**config.mk**
```make
export PLATFORM = sky130hd
export DESIGN_NAME = pipe_hazard_ctrl_flat
export DESIGN_NICKNAME = d
export VERILOG_FILES = /design/src/rtl/pipe_hazard_ctrl_if.sv /design/src/rtl/pipe_hazard_ctrl.sv /design/src/flat_wrapper.sv
export SDC_FILE = /design/constraint.sdc
export NUM_CORES = 1
export LEC_CHECK = 0
export CAP_MARGIN = 40
export CORE_MARGIN = 10
export CORE_UTILIZATION = 46
export CTS_BUF_LIST = sky130_fd_sc_hd__clkbuf_2 sky130_fd_sc_hd__clkbuf_4 sky130_fd_sc_hd__clkbuf_8
export DETAILED_ROUTE_END_ITERATION = 6
export PLACE_DENSITY = 0.82
export SLEW_MARGIN = 20
export SYNTH_ARGS = -nofsm -noshare
export SYNTH_HDL_FRONTEND = slang
export SYNTH_SLANG_ARGS = --single-unit
```
**constraint.sdc**
```tcl
create_clock -name clk -period 2.7 [get_ports clk]
set_input_delay 0.54 -clock clk [delete_from_list [all_inputs] [get_ports clk]]
set_output_delay 0.54 -clock clk [all_outputs]
set_load 0.03 [all_outputs]
```
**src/rtl/pipe_hazard_ctrl_if.sv**
```systemverilog
// Hazard-control bundle: inputs from the ID/EX stages and data memory, and the
// advance/flush controls plus status and event counters returned to the pipeline.
interface pipe_hazard_ctrl_if #(
    parameter int CNT_W = 16
);
    logic [4:0]       id_rs1;
    logic [4:0]       id_rs2;
    logic             id_use_rs1;
    logic             id_use_rs2;
    logic             ex_mem_read;
    logic [4:0]       ex_rd;
    logic             ex_branch_taken;
    logic             dmem_busy;
    logic             pc_en;
    logic             ifid_en;
    logic             idex_en;
    logic             ifid_flush;
    logic             idex_flush;
    logic [1:0]       state;
    logic [CNT_W-1:0] stall_cnt;
    logic [CNT_W-1:0] flush_cnt;

    modport master (
        output id_rs1, id_rs2, id_use_rs1, id_use_rs2,
        output ex_mem_read, ex_rd, ex_branch_taken, dmem_busy,
        input  pc_en, ifid_en, idex_en, ifid_flush, idex_flush,
        input  state, stall_cnt, flush_cnt
    );

    modport slave (
        input  id_rs1, id_rs2, id_use_rs1, id_use_rs2,
        input  ex_mem_read, ex_rd, ex_branch_taken, dmem_busy,
        output pc_en, ifid_en, idex_en, ifid_flush, idex_flush,
        output state, stall_cnt, flush_cnt
    );
endinterface

```
**src/rtl/pipe_hazard_ctrl.sv**
```systemverilog
// Pipeline hazard controller: freezes on data-memory busy, flushes on taken
// branches, inserts a single bubble on load-use, and counts stall/flush events.
module pipe_hazard_ctrl #(
    parameter int CNT_W = 16
) (
    input  logic              clk,
    input  logic              reset,
    pipe_hazard_ctrl_if.slave hz
);
    typedef enum logic [1:0] {
        RUN       = 2'd0,
        MEM_WAIT  = 2'd1,
        LU_BUBBLE = 2'd2
    } state_t;

    state_t           state_q;
    state_t           state_d;
    logic             lu;
    logic             rs1_hit;
    logic             rs2_hit;
    logic             pc_en;
    logic             ifid_en;
    logic             idex_en;
    logic             ifid_flush;
    logic             idex_flush;
    logic             flush_evt;
    logic [CNT_W-1:0] stall_cnt;
    logic [CNT_W-1:0] flush_cnt;

    function automatic logic [CNT_W-1:0] sat_inc(input logic [CNT_W-1:0] v);
        return (&v) ? v : v + CNT_W'(1);
    endfunction

    // The bubble cycle re-sees the same ID instruction, so the hazard is masked there.
    always_comb begin
        rs1_hit = hz.id_use_rs1 && (hz.id_rs1 == hz.ex_rd);
        rs2_hit = hz.id_use_rs2 && (hz.id_rs2 == hz.ex_rd);
        lu      = hz.ex_mem_read && (hz.ex_rd != 5'd0) && (rs1_hit || rs2_hit)
                  && (state_q != LU_BUBBLE);
    end

    always_comb begin
        state_d    = state_q;
        pc_en      = 1'b0;
        ifid_en    = 1'b0;
        idex_en    = 1'b0;
        ifid_flush = 1'b0;
        idex_flush = 1'b0;
        flush_evt  = 1'b0;
        if (!reset) begin
            state_d = RUN;
        end else if (hz.dmem_busy) begin
            state_d = MEM_WAIT;
        end else if (hz.ex_branch_taken) begin
            pc_en      = 1'b1;
            ifid_en    = 1'b1;
            idex_en    = 1'b1;
            ifid_flush = 1'b1;
            idex_flush = 1'b1;
            flush_evt  = 1'b1;
            state_d    = RUN;
        end else if (lu) begin
            idex_en    = 1'b1;
            idex_flush = 1'b1;
            state_d    = (state_q == RUN) ? LU_BUBBLE : RUN;
        end else begin
            pc_en   = 1'b1;
            ifid_en = 1'b1;
            idex_en = 1'b1;
            state_d = RUN;
        end
    end

    always_ff @(posedge clk or negedge reset) begin
        if (!reset) begin
            state_q   <= RUN;
            stall_cnt <= '0;
            flush_cnt <= '0;
        end else begin
            state_q <= state_d;
            if (!pc_en) begin
                stall_cnt <= sat_inc(stall_cnt);
            end
            if (flush_evt) begin
                flush_cnt <= sat_inc(flush_cnt);
            end
        end
    end

    assign hz.pc_en      = pc_en;
    assign hz.ifid_en    = ifid_en;
    assign hz.idex_en    = idex_en;
    assign hz.ifid_flush = ifid_flush;
    assign hz.idex_flush = idex_flush;
    assign hz.state      = state_q;
    assign hz.stall_cnt  = stall_cnt;
    assign hz.flush_cnt  = flush_cnt;
endmodule
```
**src/flat_wrapper.sv**
```systemverilog
// flat-port wrapper written by rule: the top's interface ports become plain ports
module pipe_hazard_ctrl_flat 
#(
    parameter int CNT_W = 16
)
  (clk, reset, hz_id_rs1, hz_id_rs2, hz_id_use_rs1, hz_id_use_rs2, hz_ex_mem_read, hz_ex_rd, hz_ex_branch_taken, hz_dmem_busy, hz_pc_en, hz_ifid_en, hz_idex_en, hz_ifid_flush, hz_idex_flush, hz_state, hz_stall_cnt, hz_flush_cnt);
  pipe_hazard_ctrl_if #(.CNT_W(CNT_W)) hz_i ();
  input  logic clk;
  input  logic reset;
  input wire logic [$bits(hz_i.id_rs1)-1:0] hz_id_rs1;
  input wire logic [$bits(hz_i.id_rs2)-1:0] hz_id_rs2;
  input wire logic [$bits(hz_i.id_use_rs1)-1:0] hz_id_use_rs1;
  input wire logic [$bits(hz_i.id_use_rs2)-1:0] hz_id_use_rs2;
  input wire logic [$bits(hz_i.ex_mem_read)-1:0] hz_ex_mem_read;
  input wire logic [$bits(hz_i.ex_rd)-1:0] hz_ex_rd;
  input wire logic [$bits(hz_i.ex_branch_taken)-1:0] hz_ex_branch_taken;
  input wire logic [$bits(hz_i.dmem_busy)-1:0] hz_dmem_busy;
  output wire logic [$bits(hz_i.pc_en)-1:0] hz_pc_en;
  output wire logic [$bits(hz_i.ifid_en)-1:0] hz_ifid_en;
  output wire logic [$bits(hz_i.idex_en)-1:0] hz_idex_en;
  output wire logic [$bits(hz_i.ifid_flush)-1:0] hz_ifid_flush;
  output wire logic [$bits(hz_i.idex_flush)-1:0] hz_idex_flush;
  output wire logic [$bits(hz_i.state)-1:0] hz_state;
  output wire logic [$bits(hz_i.stall_cnt)-1:0] hz_stall_cnt;
  output wire logic [$bits(hz_i.flush_cnt)-1:0] hz_flush_cnt;
  assign hz_i.id_rs1 = hz_id_rs1;
  assign hz_i.id_rs2 = hz_id_rs2;
  assign hz_i.id_use_rs1 = hz_id_use_rs1;
  assign hz_i.id_use_rs2 = hz_id_use_rs2;
  assign hz_i.ex_mem_read = hz_ex_mem_read;
  assign hz_i.ex_rd = hz_ex_rd;
  assign hz_i.ex_branch_taken = hz_ex_branch_taken;
  assign hz_i.dmem_busy = hz_dmem_busy;
  assign hz_pc_en = hz_i.pc_en;
  assign hz_ifid_en = hz_i.ifid_en;
  assign hz_idex_en = hz_i.idex_en;
  assign hz_ifid_flush = hz_i.ifid_flush;
  assign hz_idex_flush = hz_i.idex_flush;
  assign hz_state = hz_i.state;
  assign hz_stall_cnt = hz_i.stall_cnt;
  assign hz_flush_cnt = hz_i.flush_cnt;
  pipe_hazard_ctrl #(.CNT_W(CNT_W)) u_core (.clk(clk), .reset(reset), .hz(hz_i));
endmodule
```
; Word level (Yosys, flattened, before mapping)
; Index checks and enable logic that the tools add are counted.
[classes]
mul = 0
eq_ne = 3
bitwise = 3
n_addsub = 2
n_reduce_logical = 12
div_mod_pow = 0
n_mux = 18
n_lt_le_gt_ge = 0
shift = 0
[ops]
columns = cell, n
row1 = $add A16 B1 Y16 const B, 2
row2 = $reduce_and A16 Y1, 2
row3 = $mux W1, 13
row4 = $eq A5 B5 Y1, 2
row5 = $mux W2, 5
row6 = $logic_and A1 B1 Y1, 5
row7 = $reduce_bool A5 Y1, 1
row8 = $reduce_and A2 Y1, 2
row9 = $not A1 Y1, 3
row10 = $logic_not A2 Y1, 1
row11 = $ne A2 B2 Y1 const B, 1
row12 = $logic_or A1 B1 Y1, 1
[word_totals]
regBits = 34
romBits = 0
word_cells = 41
latch_bits = 0
n_memories = 0
out_inout_bits = 39
ram_bits = 0
input_bits = 22

; Logic depth before layout (Yosys ltp)
[logic_depth]
depth_word = 11
ltp_mapped = 8
ltp_nobuf = 7

; Worst setup path before layout
; OpenSTA, ideal clock, no wires.
[synth_path]
path_type = input to output
from = input hz_ex_rd[1]
to = output hz_pc_en
path_stages = 5
arrival_ns = 2.256
path_buffers = 1
slack_ns = -0.096
t_required_ns = 2.160
cell_sequence = or4_1 o221ai_2 nor2_1 a21oi_1 buf_4
[synth_between]
elab_chain_cells = 9
[synth_lines]
columns = item, line
row1 = from (decl), flat_wrapper.sv:15  ; input wire logic [$bits(hz_i.ex_rd)-1:0] hz_ex_rd;
row2 = "$eq A5 B5 Y1, on equally long branches", "pipe_hazard_ctrl.sv:36, pipe_hazard_ctrl.sv:37"
row3 = "$logic_and A1 B1 Y1, on equally long branches", "pipe_hazard_ctrl.sv:36, pipe_hazard_ctrl.sv:37"
row4 = $logic_or A1 B1 Y1, pipe_hazard_ctrl.sv:38  ; lu = hz.ex_mem_read && (hz.ex_rd != 5'd0) && (rs1_hit || rs2_hit)
row5 = $logic_and A1 B1 Y1 *, pipe_hazard_ctrl.sv:38
row6 = $logic_and A1 B1 Y1 *, pipe_hazard_ctrl.sv:39  ; && (state_q != LU_BUBBLE);
row7 = $mux W1 * (4 in a row), --
row8 = to (decl), flat_wrapper.sv:18  ; output wire logic [$bits(hz_i.pc_en)-1:0] hz_pc_en;
; Mark *: on every way between the ends. The rest lies on a longest branch, timed or not.

; Final worst setup path
[layout_path]
from = input hz_ex_rd[4]
to = output hz_pc_en
[layout_between]
elab_chain_cells = 9
[layout_lines]
columns = item, line
row1 = "$eq A5 B5 Y1, on equally long branches", "pipe_hazard_ctrl.sv:36, pipe_hazard_ctrl.sv:37"
row2 = "$logic_and A1 B1 Y1, on equally long branches", "pipe_hazard_ctrl.sv:36, pipe_hazard_ctrl.sv:37"
row3 = $logic_or A1 B1 Y1, pipe_hazard_ctrl.sv:38
row4 = $logic_and A1 B1 Y1 *, pipe_hazard_ctrl.sv:38
row5 = $logic_and A1 B1 Y1 *, pipe_hazard_ctrl.sv:39
row6 = $mux W1 *, pipe_hazard_ctrl.sv:62  ; end else if (lu) begin
row7 = $mux W1 *, pipe_hazard_ctrl.sv:54  ; end else if (hz.ex_branch_taken) begin
row8 = $mux W1 *, pipe_hazard_ctrl.sv:52  ; end else if (hz.dmem_busy) begin
row9 = $mux W1 *, pipe_hazard_ctrl.sv:50  ; if (!reset) begin
; Marked as above.

==> out/results.ini <==
[worst_setup_path]
rrSetupSlack_ns = 0.49
crit_path_max_incr_delay_ns = 0.45
crit_slowest_cell = clkdlybuf4s50_1
cp.required_ns = 2.16
end_kind = output pin
crit_chain = clkdlybuf4s50_1, or4_4, o221ai_4, nor2_2, a21oi_2, buf_6
rr_worst_depth = 9
r2r-start = u_core.hz.stall_cnt[0]$_DFFE_PN0P_
cp_top_family = buffers and inverters
arrival_ns = 2.10
cp_max_fo = 3
r2r-end = u_core.hz.stall_cnt[15]$_DFFE_PN0P_
setup.worst_path.start_class = input pin
path_buf_inv = 2
criticalPathCategory = input pin to output pin

[route]
wl_met2_um = 2018
routed_via_density = 5.045
drc_errors = 0
ant_nets = 0
wl_met1_um = 2008
routed.top_layer = met4
num_vias = 1468
wirelength_um = 4482
drtIter0Drc = 93
drt-wirelength-per-cell_um = 15.40
first_pass_iters = 4
met3_length_um = 383

[floorplanning]
die_w_um = 81.45
ios = 61
coreArea_um2 = 3661
start_util_pct = 47.44
dieHeight_um = 81.45
dieArea_um2 = 6633
placement_rows = 22

[place]
dp.final_hpwl_um = 3366
placed_cell_area_um2 = 2461
port_buffers = 60
place.gp.congestion = 0.8212
placedCellCount = 281
place_ws_ns = -0.08138

[clocking]
clkSinkCount = 34
insertion_delay_ns = 0.29
cts_tree = yes
hold_buffers = 0
htreeDepth = 2
clock-root-buffer = clkbuf_8
clk_path_buf_depth = 2
clk_pin_slew_ns = 0.07
cts_buffers = 5

[timing]
fmax_mhz = 378.9
clock_skew_ns = 0.009033
slew_headroom_pct = 68.28
fin_crit_ns = 2.640
setup_viol = 0
setup_ws_ns = 0.06046
fin_setup_tns_ns = 0
hold_violations = 0
tightest_slew_ns = 0.4719
min_period_over_period_pct = 97.76
hold_ws_ns = 0.4786
maxSlewViolCount = 0

[global_routing]
antenna_found_initial = 0
grt_pass1_vias = 1467
grt-ovfl-total = 0
grt_start_max_net_pins = 36
grt_pass1_wl_um = 7286
grt_usage_pct = 14.08

[logic_synthesis]
synth_area_per_cell_um2 = 10.53
synth_flop_cell = dfrtp_1
synth_fp_nets = 189
async_reset_ff_share_pct = 100.0
ys_warn_count = 0
syn_area_um2 = 1737
synth_cell_types = 35
synth-seq-area-share_pct = 48.99
synth_edf_count = 0
synth-seq-cells = 34
syn_inst = 165

[min_path]
min-delay-start = u_core.hz.state[1]$_DFF_PN0_
holdCritPathClass = flop to flop
min_path_cells = 1
min_to = u_core.hz.state[1]$_DFF_PN0_

[cells_and_area]
area_delta_synth_final_pct = 50.22
antenna_cells = 0
drive_gt1_share_pct = 15.64
final_common_cell = clkdlybuf4s50_1
final_cells = 291
final_design_area_no_fill_um2 = 2609
nets = 267
final_cell_mix = 52 x clkdlybuf4s50_1, 34 x dfrtp_1, 22 x xnor2_1, 17 x nand2_1

[pwr]
p_leak_nw = 1.096
vdd_drop_max_mv = 0.6605
p_per_area_nw_per_um2 = 758.5

[status]
status = finished, final reports clean

[run]
maxCapViolations = 0

[registers in the layout, summed over array words and instances, names as in the netlist]
signal,cells
u_core.hz.flush_cnt,16
u_core.hz.state,2
u_core.hz.stall_cnt,16
[power breakdown]
| part | internal [mW] | total (mW) | switching [mW] |
|---|---|---|---|
| combinational | 0.372 | 0.836 | 0.465 |
| clock | 0.187 | 0.366 | 0.179 |
| sequential | 0.631 | 0.777 | 0.146 |
| total | 1.19 | 1.98 | 0.790 |
[cell type report]
type | instances | area [um^2]
Timing Repair Buffer | 74 | 716.9
Clock buffer | 6 | 76.32
Sequential cell | 34 | 850.8
Fill cell | 287 | 1052
Tap cell | 48 | 60.06
Multi-Input combinational cell | 121 | 870.8
Clock inverter | 1 | 7.507
Inverter | 7 | 26.28
[metrics by stage]
| stage | total power, mW | utilization [%] |
|---|---|---|
| after floorplan | 1.235 | - |
| after global placement | 1.603 | 67.22 |
| after detailed placement | 1.620 | 67.22 |
| after CTS | 1.996 | 70.57 |
| after global routing | 2.100 | 71.26 |
| final | 1.979 | 71.26 |
[worst register-to-register path: stages, from the launching register on]
cell,delay (ns)
dfrtp_1,0.42
ha_1,0.23
nand2_1,0.13
nor3_1,0.07
buf_4,0.16
a311oi_1,0.34
a21oi_2,0.13
buf_12,0.16
nor4_1,0.31
xor2_1,0.18
[worst max-delay path by stage]
stage,from,end,cells after the start
detailed placement,hz_ex_rd[1],hz_ifid_en,6
global placement,hz_ex_rd[1],hz_ifid_en,6
global route,hz_ex_rd[4],hz_idex_flush,8
finish,hz_ex_rd[4],hz_pc_en,6
floorplan,hz_ex_rd[1],hz_pc_en,5
CTS,hz_ex_rd[1],hz_ifid_en,6
[metal layers]
metal / up-vias / GRT usage, %
met5: - / 0
met4: 0 / 5.709
met3: 7 / 5.022
met2: 45 / 21.88
met1: 688 / 17.41
li1: 728 / -
[synthesized netlist by cell type (3+ instances only)]
master | instances | area [um^2]
nand3_1 | 6 | 30.03
nand2_1 | 17 | 63.81
inv_1 | 7 | 26.28
nand4_1 | 8 | 50.05
xnor2_1 | 22 | 192.7
nor4b_1 | 3 | 26.28
nor4_1 | 6 | 37.54
dfrtp_1 | 34 | 850.8
nor2_1 | 8 | 30.03
a21oi_1 | 4 | 20.02
xor2_1 | 16 | 140.1
[timing repair]
item	4_1_cts	5_1_grt
resized for setup	6	4
gates cloned	0	0
setup endpoints to repair	2	3
pin swaps	4	5
buffers inserted	2	1
[cell families after synthesis]
family / share of synthesized area (%)
buf+inv: 2.810
flops: 48.99
mux: 1.297
simple gates: 21.18
fa+ha+maj: 1.441
xor+xnor: 19.16
compound gates: 5.116
(Power assumes the default switching activity.)
